**config.mk**
```make
export PLATFORM = sky130hd
export DESIGN_NAME = alarm_sequencer
export DESIGN_NICKNAME = d
export VERILOG_FILES = /design/src/rtl/alarm_pkg.sv /design/src/rtl/alarm_sequencer_rise_edge.sv /design/src/rtl/alarm_sequencer.sv
export SDC_FILE = /design/constraint.sdc
export NUM_CORES = 1
export LEC_CHECK = 0
export ABC_AREA = 1
export CELL_PAD_IN_SITES_DETAIL_PLACEMENT = 1
export CELL_PAD_IN_SITES_GLOBAL_PLACEMENT = 1
export CORE_AREA = 8 8 84 86
export CTS_CLUSTER_DIAMETER = 120
export CTS_CLUSTER_SIZE = 8
export DETAILED_ROUTE_END_ITERATION = 10
export DIE_AREA = 0 0 92 94
export PLACE_DENSITY_LB_ADDON = 0.1
export SLEW_MARGIN = 20
export SYNTH_ARGS = -nofsm -noshare
export SYNTH_HDL_FRONTEND = slang
export SYNTH_HIERARCHICAL = 1
export SYNTH_SLANG_ARGS = --single-unit
```
**constraint.sdc**
```tcl
create_clock -name clk -period 2.1 [get_ports clk]
set_clock_uncertainty 0.05 [all_clocks]
set_input_delay 0.42 -clock clk [delete_from_list [all_inputs] [get_ports clk]]
set_output_delay 0.42 -clock clk [all_outputs]
set_load 0.02 [all_outputs]
```
**src/rtl/alarm_pkg.sv**
```systemverilog
// Shared constants for the alarm sequencer: state encoding, time field
// widths and the time-compare helper.
package alarm_pkg;

    localparam int HOUR_W = 5;
    localparam int MIN_W  = 6;
    localparam int SEC_W  = 6;

    localparam logic [1:0] ST_IDLE   = 2'd0;
    localparam logic [1:0] ST_RING   = 2'd1;
    localparam logic [1:0] ST_SNOOZE = 2'd2;

    // True when the running time equals the stored alarm time.
    function automatic logic time_eq(
        input logic [HOUR_W-1:0] a_h,
        input logic [MIN_W-1:0]  a_m,
        input logic [SEC_W-1:0]  a_s,
        input logic [HOUR_W-1:0] b_h,
        input logic [MIN_W-1:0]  b_m,
        input logic [SEC_W-1:0]  b_s
    );
        return (a_h == b_h) && (a_m == b_m) && (a_s == b_s);
    endfunction

endpackage

```
**src/rtl/alarm_sequencer_rise_edge.sv**
```systemverilog
// Registers a level and produces a one-cycle pulse on its rising edge.
// The pulse is combinational from the live level so the consumer reacts
// on the very edge where the level is first sampled high.
module rise_edge (
    input  logic clk,
    input  logic reset,
    input  logic d_i,
    output logic rise_o
);

    logic level_q;

    // Previous-cycle copy of the level.
    always_ff @(posedge clk or posedge reset) begin
        if (reset) begin
            level_q <= 1'b0;
        end else begin
            level_q <= d_i;
        end
    end

    assign rise_o = d_i & ~level_q;

endmodule

```
**src/rtl/alarm_sequencer.sv**
```systemverilog
// Alarm sequencing: starts ringing on a rising time match, supports a
// bounded number of snoozes, auto-times-out and can be stopped or disarmed.
module alarm_sequencer
    import alarm_pkg::*;
#(
    parameter int RING_SECS   = 60,
    parameter int SNOOZE_SECS = 300,
    parameter int MAX_SNOOZE  = 3
) (
    input  logic              clk,
    input  logic              reset,
    input  logic              sec_tick,
    input  logic              alarm_en,
    input  logic [HOUR_W-1:0] cur_h,
    input  logic [MIN_W-1:0]  cur_m,
    input  logic [SEC_W-1:0]  cur_s,
    input  logic [HOUR_W-1:0] alm_h,
    input  logic [MIN_W-1:0]  alm_m,
    input  logic [SEC_W-1:0]  alm_s,
    input  logic              snooze_pb,
    input  logic              stop_pb,
    output logic              ring,
    output logic              blink,
    output logic [1:0]        state_o,
    output logic [1:0]        snooze_cnt_o
);

    localparam logic [7:0] RING_LAST = 8'(RING_SECS - 1);
    localparam logic [9:0] SNZ_LAST  = 10'(SNOOZE_SECS - 1);
    localparam logic [1:0] SNZ_MAX   = 2'(MAX_SNOOZE);

    logic       match_c;
    logic       match_rise_s;
    logic       snooze_rise_s;
    logic       stop_rise_s;

    logic [1:0] state_q,      state_d;
    logic [7:0] ring_cnt_q,   ring_cnt_d;
    logic [9:0] snz_cnt_q,    snz_cnt_d;
    logic [1:0] snooze_cnt_q, snooze_cnt_d;
    logic       blink_q,      blink_d;
    logic       blink_nxt_s;
    logic       ring_q,       ring_d;

    assign match_c = time_eq(cur_h, cur_m, cur_s, alm_h, alm_m, alm_s);

    rise_edge u_match_edge (
        .clk    (clk),
        .reset  (reset),
        .d_i    (match_c),
        .rise_o (match_rise_s)
    );

    rise_edge u_snooze_edge (
        .clk    (clk),
        .reset  (reset),
        .d_i    (snooze_pb),
        .rise_o (snooze_rise_s)
    );

    rise_edge u_stop_edge (
        .clk    (clk),
        .reset  (reset),
        .d_i    (stop_pb),
        .rise_o (stop_rise_s)
    );

    // Next-state and counter logic; button events pre-empt the second tick.
    always_comb begin
        state_d      = state_q;
        ring_cnt_d   = ring_cnt_q;
        snz_cnt_d    = snz_cnt_q;
        snooze_cnt_d = snooze_cnt_q;
        blink_nxt_s  = blink_q;
        case (state_q)
            ST_IDLE: begin
                if (match_rise_s && alarm_en) begin
                    state_d      = ST_RING;
                    ring_cnt_d   = 8'd0;
                    snooze_cnt_d = 2'd0;
                    blink_nxt_s  = 1'b1;
                end else begin
                    state_d = ST_IDLE;
                end
            end
            ST_RING: begin
                if (!alarm_en || stop_rise_s) begin
                    state_d = ST_IDLE;
                end else if (snooze_rise_s && (snooze_cnt_q < SNZ_MAX)) begin
                    state_d      = ST_SNOOZE;
                    snz_cnt_d    = 10'd0;
                    snooze_cnt_d = snooze_cnt_q + 2'd1;
                end else if (sec_tick) begin
                    if (ring_cnt_q == RING_LAST) begin
                        state_d = ST_IDLE;
                    end else begin
                        ring_cnt_d  = ring_cnt_q + 8'd1;
                        blink_nxt_s = ~blink_q;
                    end
                end else begin
                    state_d = ST_RING;
                end
            end
            ST_SNOOZE: begin
                if (!alarm_en || stop_rise_s) begin
                    state_d = ST_IDLE;
                end else if (sec_tick) begin
                    if (snz_cnt_q == SNZ_LAST) begin
                        state_d     = ST_RING;
                        ring_cnt_d  = 8'd0;
                        blink_nxt_s = 1'b1;
                    end else begin
                        snz_cnt_d = snz_cnt_q + 10'd1;
                    end
                end else begin
                    state_d = ST_SNOOZE;
                end
            end
            default: begin
                state_d = ST_IDLE;
            end
        endcase
        ring_d  = (state_d == ST_RING);
        blink_d = (state_d == ST_RING) ? blink_nxt_s : 1'b0;
    end

    // State, counters and registered output drives.
    always_ff @(posedge clk or posedge reset) begin
        if (reset) begin
            state_q      <= ST_IDLE;
            ring_cnt_q   <= 8'd0;
            snz_cnt_q    <= 10'd0;
            snooze_cnt_q <= 2'd0;
            blink_q      <= 1'b0;
            ring_q       <= 1'b0;
        end else begin
            state_q      <= state_d;
            ring_cnt_q   <= ring_cnt_d;
            snz_cnt_q    <= snz_cnt_d;
            snooze_cnt_q <= snooze_cnt_d;
            blink_q      <= blink_d;
            ring_q       <= ring_d;
        end
    end

    assign ring         = ring_q;
    assign blink        = blink_q;
    assign state_o      = state_q;
    assign snooze_cnt_o = snooze_cnt_q;

endmodule

```
==> impl_metrics.tcl <==
set metrics [dict create \
    crit_path_max_incr_delay_ns 0.29 \
    critical_path_arrival_ns 2.24 \
    utilization_pct 46.99 \
    die_x_um 92 \
    placed_cell_area_mm2 0.002609 \
    placed_cells 406 \
    ant_nets 0 \
    status "finished with violations" \
    yosysWarningCount 6 \
    pwr_density_cell_mw_per_mm2 389.5 \
    synth_ff_type "dfrtp_1" \
    grt_pass1_wl_um 10010 \
    setup_viol 3 \
    clkTransAtPathRegs_ns 0.10 \
    htreeDepth 1 \
    start_util_pct 34.43 \
    whs_ns 0.3012 \
    rsz0062_at_grt "true" \
    io_pins 46 \
    timing.critical_path.mode_cell "nand2_2" \
    cts_tree "built" \
    cts_buffer_depth 2 \
    antenna_found_initial 0 \
    num_vias 1957 \
    path_buf_inv 2 \
    synth_area_mm2 0.001978 \
    ctsHoldBuffers 0 \
    portBuffers 45 \
    fin_crit_ns 2.109 \
    globalRoute.totalOverflow 0 \
    crit_path_start_kind "primary input" \
    dieHeight_um 94 \
    dr.pass1.iters 4 \
    layout-drive-gt1-share_pct 27.99 \
    rows 28 \
    ys_types 31 \
    dieArea_mm2 0.008648 \
    power_leakage_nw 1.377 \
    failed_checks "negative setup slack" \
    p_total_mw 1.052 \
    place_congestion 0.7581 \
    ys_async_sr_fraction_pct 100.0 \
    crit_chain "buf_6, xor2_1, nor4_1, nand3_1, nor2_2, inv_1, nor2_2, nand2_2, nand2_2, nand2_2, nor2_2, nand2_2, a21oi_4, nand2_4, nand2_1, o21ai_1" \
    fin_nets 392 \
    hp-class "primary input to asynchronous set/reset pin" \
    critPathRequiredTime_ns 2.23 \
    clock_sinks 27 \
    wl_met3_um 395 \
    r2r_slack_ns 0.09 \
    finalCritPeriodShare_pct 100.4 \
    met2_length_um 2551 \
    cap_violations 0 \
    wl_per_cell_um 13.23 \
    drc 0 \
    vias_per_cell 4.682 \
    highest_layer "met4" \
    fin_ws_ns -0.009033 \
    synthesis.instances 273 \
    crit_path_top_delay_cell "nor4_1" \
    grt_max_degree 25 \
    dp_worst_setup_slack_ns -0.7704 \
    crit_family "simple AND/OR/NAND/NOR gates" \
    vdd_drop_max_uv 273.6 \
    grt.total_usage_pct 13.95 \
    drt_iter0_drc 38 \
    tightest_slew_ns 0.4776 \
    ys_seq_area_share_pct 34.16 \
    crit_fanout 8 \
    coreArea_mm2 0.005746 \
    antenna_cells 0 \
    hpwlAfterDp_um 4224 \
    path_class "primary input to flip-flop" \
    root_buffer "clkbuf_8" \
    stdcell_area_mm2 0.002700 \
    synth-edff-count 0 \
    syn_nets 321 \
    ys_seq_elements 27 \
    areaGrowthSynthToFinish_pct 36.50 \
    cts_buffers 3 \
    critPathCaptureType "flip-flop" \
    fin_tns_setup_ns -0.02044 \
    avgSynthCellArea_um2 7.246 \
    slew_headroom_pct 68.04 \
    max_freq_ghz 0.4742 \
    finalNonFillerCells 418 \
    wirelength_um 5531 \
    maxSlewViolCount 0 \
    met1_length_um 2542 \
    clk-insertion-delay-late_ns 0.28 \
    grt_pass1_vias 2201 \
    hold_viol 0 \
]
==> kinds of logic (layout without fill, tap and decap cells) <==
family	count (synthesis)	in the layout	synth area share, %
AOI/OAI and AO/OA	31	31	9.615
xor gates and xnor gates	21	21	9.298
adders and majority gates	8	8	5.060
buffers and inverters	47	116	10.63
DFF	27	27	34.16
and+or+nand+nor	139	140	31.25
==> sequential cells by signal (all words and copies together), names as in the netlist <==
register / flops
u_match_edge/level_q: 1
u_stop_edge/level_q: 1
u_snooze_edge/level_q: 1
ring_cnt_q: 8
ring: 1
snz_cnt_q: 10
blink: 1
snooze_cnt_o: 2
state_o: 2
==> metal layers <==
metal	vias up	track usage [%]
met5	-	0
met4	0	1.745
met3	6	5.516
met2	46	23.72
met1	912	16.57
li1	993	-
==> final cells by class <==
cell class                 count  area, µm²
tap                           75      93.84
inverter                      43      171.4
sequential                    27      675.6
clock inverter                 1      7.507
multi-input combinational    200       1176
clock buffer                   3      41.29
fill                         735       3045
timing repair buffer          69      534.3
==> synthesized netlist by cell type (2+ instances only) <==
cell       n  area share [%]
or2_2      4             1.3
nand2_1   71              13
a21oi_1    4             1.0
buf_6      3             1.7
inv_1     41             7.8
nor2_2     3            0.95
nand2_2    2            0.63
nand3_1   16             4.0
xnor2_1    7             3.1
nand4_1    5             1.6
nor3_1     4             1.0
nand3b_1   2            0.76
dfrtp_1   27              34
nor2_1    27             5.1
o21ai_0   16             4.0
xor2_1    14             6.2
ha_1       8             5.1
o21ai_2    6             2.7
==> cells in the final DEF, fill, tap and decap left out, types with 4 or more instances in the layout <==
cell type,netlist,routed
o21ai_0,16,13
a21oi_1,4,4
xor2_1,14,14
nand4_1,5,5
nor2_2,3,7
ha_1,8,7
clkdlybuf4s50_1,0,11
nand3_1,16,15
o21ai_2,6,6
buf_4,1,23
xnor2_1,7,6
nand2_1,71,60
buf_2,0,8
dlymetal6s2s_1,0,4
nand2_2,2,12
clkbuf_2,0,14
inv_1,41,40
nor2_1,27,23
o21ai_1,1,4
dfrtp_1,27,27
==> where the power goes <==
| group | internal, mW | switching [mW] |
|---|---|---|
| Clock | 0.135 | 0.185 |
| Sequential | 0.536 | 0.0177 |
| Combinational | 0.0903 | 0.0873 |
| Total | 0.762 | 0.290 |
==> worst reg2reg max path: cells and delay by family, from the launching register on <==
family | cells | cell delay, ns
AND/OR/NAND/NOR | 7 | 0.60
flip-flops | 1 | 0.45
adder cells (fa/ha/maj) | 1 | 0.29
AO/OA/AOI/OAI | 2 | 0.28
buffers and inverters | 2 | 0.22
==> path summary, 6_finish.rpt <==
path	startpoint	end	depth (start not counted)
worst max-delay path	alm_h[1]	ring_cnt_q[5]	16
worst min-delay path	reset	u_stop_edge/level_q	2
worst max register to register	state_o[0]	ring_cnt_q[5]	12
worst min register to register	snooze_cnt_o[1]	snooze_cnt_o[1]	2
max in group asynchronous	reset	ring_cnt_q[6]	3
min in group clk	snooze_cnt_o[1]	snooze_cnt_o[1]	2
==> what timing repair did <==
item	CTS	global route
setup endpoints to repair	16	22
cloned	1	0
resized for setup	82	39
setup buffers	6	1
pin swaps	31	33
(Power assumes the default switching activity.)
